File: src/rtl/adder_tree_sequencer.sv
// Sequencer for the pipelined CSA adder tree: gates the tree enable, tracks in-flight
// samples, and sums WINDOW per-sample vs+vc results into one window total on a valid/ready port.
module adder_tree_sequencer #(
   parameter int MAX     = 36,
   parameter int LATENCY = 3,
   parameter int WINDOW  = 16,
   parameter int ACC_W   = MAX + $clog2(WINDOW) + 1
) (
   input  logic             clk,
   input  logic             reset,
   input  logic             start,
   input  logic             stop,
   input  logic             smp_valid,
   output logic             smp_ready,
   output logic             tree_en,
   input  logic [MAX-1:0]   vs,
   input  logic [MAX-1:0]   vc,
   output logic             pw_valid,
   input  logic             pw_ready,
   output logic [ACC_W-1:0] pw_data,
   output logic             busy,
   output logic             overrun_err,
   input  logic             clr_err
);

   localparam int CNT_W = $clog2(WINDOW);
   localparam logic [CNT_W-1:0] CNT_LAST = CNT_W'(WINDOW - 1);

   typedef enum logic [1:0] {
      IDLE  = 2'd0,
      RUN   = 2'd1,
      DRAIN = 2'd2
   } state_t;

   state_t             state;
   state_t             state_next;
   logic [LATENCY-1:0] vld_sr;
   logic [LATENCY-1:0] vld_next;
   logic [ACC_W-1:0]   acc;
   logic [ACC_W-1:0]   term;
   logic [ACC_W-1:0]   acc_sum;
   logic [CNT_W-1:0]   cnt;
   logic               active;
   logic               stall;
   logic               consume;
   logic               window_done;

   // Only the window-completing result can collide with an unaccepted total, so
   // the tree freezes just for that case and everything else keeps flowing.
   assign active      = (state == RUN) || (state == DRAIN);
   assign window_done = (cnt == CNT_LAST);
   assign stall       = pw_valid & ~pw_ready & window_done & vld_sr[LATENCY-1];
   assign tree_en     = active & ~stall;
   assign smp_ready   = (state == RUN) & tree_en;
   assign consume     = tree_en & vld_sr[LATENCY-1];
   assign busy        = (state != IDLE);

   assign term    = {{(ACC_W-MAX){vs[MAX-1]}}, vs} + {{(ACC_W-MAX){vc[MAX-1]}}, vc};
   assign acc_sum = acc + term;

   always_comb begin
      vld_next    = vld_sr;
      vld_next[0] = smp_valid & smp_ready;
      for (int i = 1; i < LATENCY; i++) begin
         vld_next[i] = vld_sr[i-1];
      end
   end

   always_comb begin
      state_next = state;
      case (state)
         IDLE:    if (start) state_next = RUN;
         RUN:     if (stop) state_next = DRAIN;
         DRAIN:   if (tree_en && (vld_sr == '0)) state_next = IDLE;
         default: state_next = IDLE;
      endcase
   end

   always_ff @(posedge clk) begin
      if (reset) begin
         state <= IDLE;
      end else begin
         state <= state_next;
      end
   end

   // A completion in the same cycle as a transfer overrides the clear, so the
   // output stays valid with the fresh total and no bubble appears.
   always_ff @(posedge clk) begin
      if (reset) begin
         vld_sr   <= '0;
         acc      <= '0;
         cnt      <= '0;
         pw_data  <= '0;
         pw_valid <= 1'b0;
      end else begin
         if (tree_en) begin
            vld_sr <= vld_next;
         end
         if (pw_valid && pw_ready) begin
            pw_valid <= 1'b0;
         end
         if (consume) begin
            if (window_done) begin
               pw_data  <= acc_sum;
               pw_valid <= 1'b1;
               acc      <= '0;
               cnt      <= '0;
            end else begin
               acc <= acc_sum;
               cnt <= cnt + 1'b1;
            end
         end else if ((state == DRAIN) && (state_next == IDLE)) begin
            acc <= '0;
            cnt <= '0;
         end
      end
   end

   always_ff @(posedge clk) begin
      if (reset) begin
         overrun_err <= 1'b0;
      end else if ((state == RUN) && smp_valid && !smp_ready) begin
         overrun_err <= 1'b1;
      end else if (clr_err) begin
         overrun_err <= 1'b0;
      end
   end

endmodule

File: config.mk
export PLATFORM = sky130hd
export DESIGN_NAME = adder_tree_sequencer
export DESIGN_NICKNAME = d
export VERILOG_FILES = /design/src/rtl/adder_tree_sequencer.sv
export SDC_FILE = /design/constraint.sdc
export NUM_CORES = 1
export LEC_CHECK = 0
export CORE_MARGIN = 5
export CORE_UTILIZATION = 50
export DETAILED_ROUTE_END_ITERATION = 12
export HOLD_SLACK_MARGIN = 0.15
export PLACE_DENSITY = 0.76
export SLEW_MARGIN = 20
export SYNTH_ARGS = -nofsm -noshare
export SYNTH_HDL_FRONTEND = slang
export SYNTH_SLANG_ARGS = --single-unit
File: constraint.sdc
create_clock -name clk -period 5 [get_ports clk]
set_clock_uncertainty 0.15 [all_clocks]
set_input_delay 0.5 -clock clk [delete_from_list [all_inputs] [get_ports clk]]
set_output_delay 0.5 -clock clk [all_outputs]
set_load 0.1 [all_outputs]
==> flow_summary.json <==
{
  "first_pass_grt_wire_length_um": 38130,
  "synth-async-reset-ratio": 0,
  "required_ns": 5.14,
  "fp-row-count": 45,
  "antenna_cells_inserted": 0,
  "clock_insertion_delay_worst_skew_ns": 0.36,
  "num-nets-final": 1434,
  "timing.max_cap.violations": 0,
  "leakage_nw": 4.709,
  "mappedNetlistNets": 1168,
  "rsz0062_at_grt": "yes",
  "grt_use_met1": 0.3172,
  "cp-start-kind": "primary input",
  "preCtsSetupSlack_ns": -0.5590,
  "fmax_mhz": 203.1,
  "critPathKind": "primary input to register",
  "die_h_um": 133.4,
  "final_critical_path_share_of_the_clock_period": 0.9849,
  "dr.pass1.iters": 5,
  "io_pins": 125,
  "pin_count_of_the_biggest_net_entering_global_routing": 51,
  "initial_core_util": 0.5049,
  "mappedNetlistArea_mm2": 0.007619,
  "drt_first_iter_violations": 604,
  "viasPerCell": 5.843,
  "drt-total-wl_um": 24110,
  "cts.root.buffer_cell": "sky130_fd_sc_hd__clkbuf_16",
  "worst_path_dominant_cell_family": "simple AND/OR/NAND/NOR gates",
  "synth_enable_flop_cells": 0,
  "setup_total_negative_slack_ns": 0,
  "power.total_mw": 2.799,
  "post_dp_cell_area_mm2": 0.01020,
  "placement.io_buffers": 124,
  "cts-root-to-sink-buffers": 2,
  "timing.final.hold_violations": 0,
  "drt.antenna.violating_nets": 0,
  "grt_pass1_vias": 8172,
  "placeableCoreArea_mm2": 0.01509,
  "crit_path_max_incr_delay_ns": 0.41,
  "grt_busiest_layer": "met2",
  "die_area_mm2": 0.01781,
  "place_congestion": 0.9296,
  "floorplan.die.width_um": 133.4,
  "layout_setup_ws_ns": 0.07560,
  "post_synthesis_to_final_layout_area_growth_pct": 42.37,
  "global_route.usage.met3": 0.02644,
  "final_critical_period_ns": 4.924,
  "wire_per_inst_um": 16.48,
  "count_of_mapped_cells_out_of_synthesis": 1005,
  "vias": 8549,
  "grt_util_all_layers": 0.2577,
  "grt_util_met2": 0.4546,
  "worst-path-buf-inv": 6,
  "drive_gt1_frac": 0.2031,
  "clock_tree_from_tritoncts": "yes",
  "dp_hpwl_um": 18210,
  "cellPowerDensity_mw_per_mm2": 258.0,
  "worst_slew_margin_rel": 0.2990,
  "critPathCaptureType": "register",
  "synth-seq-cells": 93,
  "most_used_flip_flop_cell_after_synthesis": "sky130_fd_sc_hd__dfxtp_1",
  "drc": 0,
  "cts.htree.levels": 3,
  "globalRouteOverflowTotal": 0,
  "critical-path-slowest-cell": "sky130_fd_sc_hd__clkdlybuf4s50_1",
  "slew_viol_final": 0,
  "critical_path_peak_fanout": 4,
  "clock_transition_at_path_regs_ns": 0.07,
  "synthesis.yosys.warnings": 0,
  "setup-violations-final": 0,
  "num-fill-cells": 1186,
  "worst_ep_arrival_time_ns": 5.06,
  "inserted_clock_buffers": 9,
  "distinct_cells_synth": 72,
  "max_slew.worst_pin.slew_ns": 1.052,
  "stdcell_area_mm2": 0.01085,
  "hp-class": "register to register",
  "cts_sinks": 93,
  "antenna_found_initial": 0,
  "yosysSeqAreaShare": 0.2444,
  "post_synth.cell_area_avg_um2": 7.581,
  "vdd_drop_max_v": 0.0001845,
  "run_status": "completed"
}
==> through the flow <==
step | hold slack, ns | cells | util
2_1_floorplan | 0.2815 | 1005 | -
3_3_place_gp | 0.2920 | 1444 | 0.6758
3_5_place_dp | 0.2971 | 1444 | 0.6758
4_1_cts | 0.3064 | 1459 | 0.7016
5_1_grt | 0.3282 | 1463 | 0.7188
6_report | 0.3028 | 1463 | 0.7188
==> flip-flops by register name (all words and copies together) (netlist names) <==
signal / flops
acc: 41
state: 2
pw_data: 41
pw_valid: 1
overrun_err: 1
vld_sr: 3
cnt: 4
==> worst paths after layout <==
check | from | endpoint | slack [ns] | cells past startpoint
worst max-delay path | vs[8] | pw_data[34]$_SDFFE_PP0P_ | 0.08 | 26
worst min-delay path | pw_data[9]$_SDFFE_PP0P_ | pw_data[9]$_SDFFE_PP0P_ | 0.30 | 2
worst max register to register | cnt[0]$_SDFFE_PP0P_ | acc[11]$_SDFFE_PP0P_ | 1.54 | 9
worst min register to register | pw_data[9]$_SDFFE_PP0P_ | pw_data[9]$_SDFFE_PP0P_ | 0.30 | 2
==> cell usage after synthesis, types with 18 or more instances <==
cell,number,area share
sky130_fd_sc_hd__a21o_1,31,0.031
sky130_fd_sc_hd__a21oi_1,115,0.076
sky130_fd_sc_hd__a22oi_1,19,0.019
sky130_fd_sc_hd__clkbuf_1,35,0.017
sky130_fd_sc_hd__dfxtp_1,93,0.24
sky130_fd_sc_hd__ha_1,82,0.13
sky130_fd_sc_hd__inv_1,36,0.018
sky130_fd_sc_hd__nand2_1,117,0.058
sky130_fd_sc_hd__nand3_1,31,0.020
sky130_fd_sc_hd__nor2_1,96,0.047
sky130_fd_sc_hd__o21ai_0,60,0.039
sky130_fd_sc_hd__xnor2_1,41,0.047
sky130_fd_sc_hd__xor2_1,18,0.021
==> worst register-to-register path: cells and delay by family, from the launching register on <==
family | cells | cell delay (ns)
AND/OR/NAND/NOR | 3 | 1.33
adder cells (fa/ha/maj) | 1 | 0.20
AO/OA/AOI/OAI | 3 | 0.86
flip-flops | 1 | 0.39
buffers and inverters | 2 | 0.48
==> layout make-up <==
class,count,area [um^2],area share
Multi-Input combinational cell,832,5728,0.5281
Timing Repair Buffer,298,2552,0.2353
Sequential cell,93,1862,0.1716
Clock buffer,11,252.7,0.02330
Tap cell,188,235.2,0.02169
Inverter,37,138.9,0.01280
Clock inverter,4,77.57,0.007152
==> kinds of logic (layout without fill, tap and decap cells) <==
| kind of cell | Yosys count | in the layout | synth area share |
|---|---|---|---|
| AO/OA/AOI/OAI | 360 | 360 | 0.3111 |
| AND/OR/NAND/NOR | 329 | 329 | 0.1954 |
| adder cells (fa/ha/maj) | 84 | 84 | 0.1399 |
| buffers and inverters | 80 | 350 | 0.04139 |
| flip-flops | 93 | 93 | 0.2444 |
| XOR/XNOR | 59 | 59 | 0.06783 |
==> power breakdown <==
| part | total, mW | switching, mW | internal (mW) |
|---|---|---|---|
| sequential | 0.774 | 0.0148 | 0.759 |
| clock | 0.782 | 0.315 | 0.467 |
| combinational | 1.24 | 0.652 | 0.591 |
==> what timing repair did <==
| item | in CTS | in global routing |
|---|---|---|
| hold buffers | 0 | 0 |
| pin swaps | 6 | 30 |
| resized for setup | 15 | 51 |
| setup endpoints to repair | 17 | 27 |
| buffers inserted | 0 | 4 |
==> cell usage in the layout (no fill, tap or decap), types with 5 or more instances in the layout <==
| cell type | synthesis | routed |
|---|---|---|
| sky130_fd_sc_hd__a32o_1 | 5 | 5 |
| sky130_fd_sc_hd__a21boi_0 | 6 | 5 |
| sky130_fd_sc_hd__ha_1 | 82 | 75 |
| sky130_fd_sc_hd__buf_4 | 0 | 174 |
| sky130_fd_sc_hd__nand3_1 | 31 | 28 |
| sky130_fd_sc_hd__clkdlybuf4s50_1 | 0 | 119 |
| sky130_fd_sc_hd__a21oi_2 | 2 | 9 |
| sky130_fd_sc_hd__nor3_1 | 14 | 13 |
| sky130_fd_sc_hd__o21ai_1 | 2 | 9 |
| sky130_fd_sc_hd__nand4_1 | 13 | 13 |
| sky130_fd_sc_hd__a21o_1 | 31 | 31 |
| sky130_fd_sc_hd__xnor2_1 | 41 | 39 |
| sky130_fd_sc_hd__nor2_1 | 96 | 94 |
| sky130_fd_sc_hd__o21ai_0 | 60 | 51 |
| sky130_fd_sc_hd__inv_1 | 36 | 35 |
| sky130_fd_sc_hd__nand2b_1 | 12 | 10 |
| sky130_fd_sc_hd__dfxtp_1 | 93 | 93 |
| sky130_fd_sc_hd__o21a_1 | 11 | 11 |
| sky130_fd_sc_hd__nor2b_1 | 7 | 6 |
| sky130_fd_sc_hd__o21bai_1 | 14 | 14 |
| sky130_fd_sc_hd__or3_1 | 10 | 10 |
| sky130_fd_sc_hd__nand2_1 | 117 | 116 |
| sky130_fd_sc_hd__a211oi_1 | 14 | 11 |
| sky130_fd_sc_hd__o31ai_1 | 8 | 5 |
| sky130_fd_sc_hd__xor2_1 | 18 | 18 |
| sky130_fd_sc_hd__a21oi_1 | 115 | 105 |
| sky130_fd_sc_hd__clkbuf_16 | 0 | 9 |
| sky130_fd_sc_hd__o211ai_1 | 5 | 5 |
| sky130_fd_sc_hd__a22oi_1 | 19 | 19 |
| sky130_fd_sc_hd__a22o_1 | 9 | 9 |
| sky130_fd_sc_hd__a31oi_1 | 14 | 11 |
| sky130_fd_sc_hd__and3_1 | 7 | 7 |
==> metal layers <==
metal	wire [um]	part of all wire
met5	0	0
met4	852	0.035
met2	11710	0.49
met1	10430	0.43
met3	1119	0.046
No activity file was read; power rests on OpenSTA's default activity.
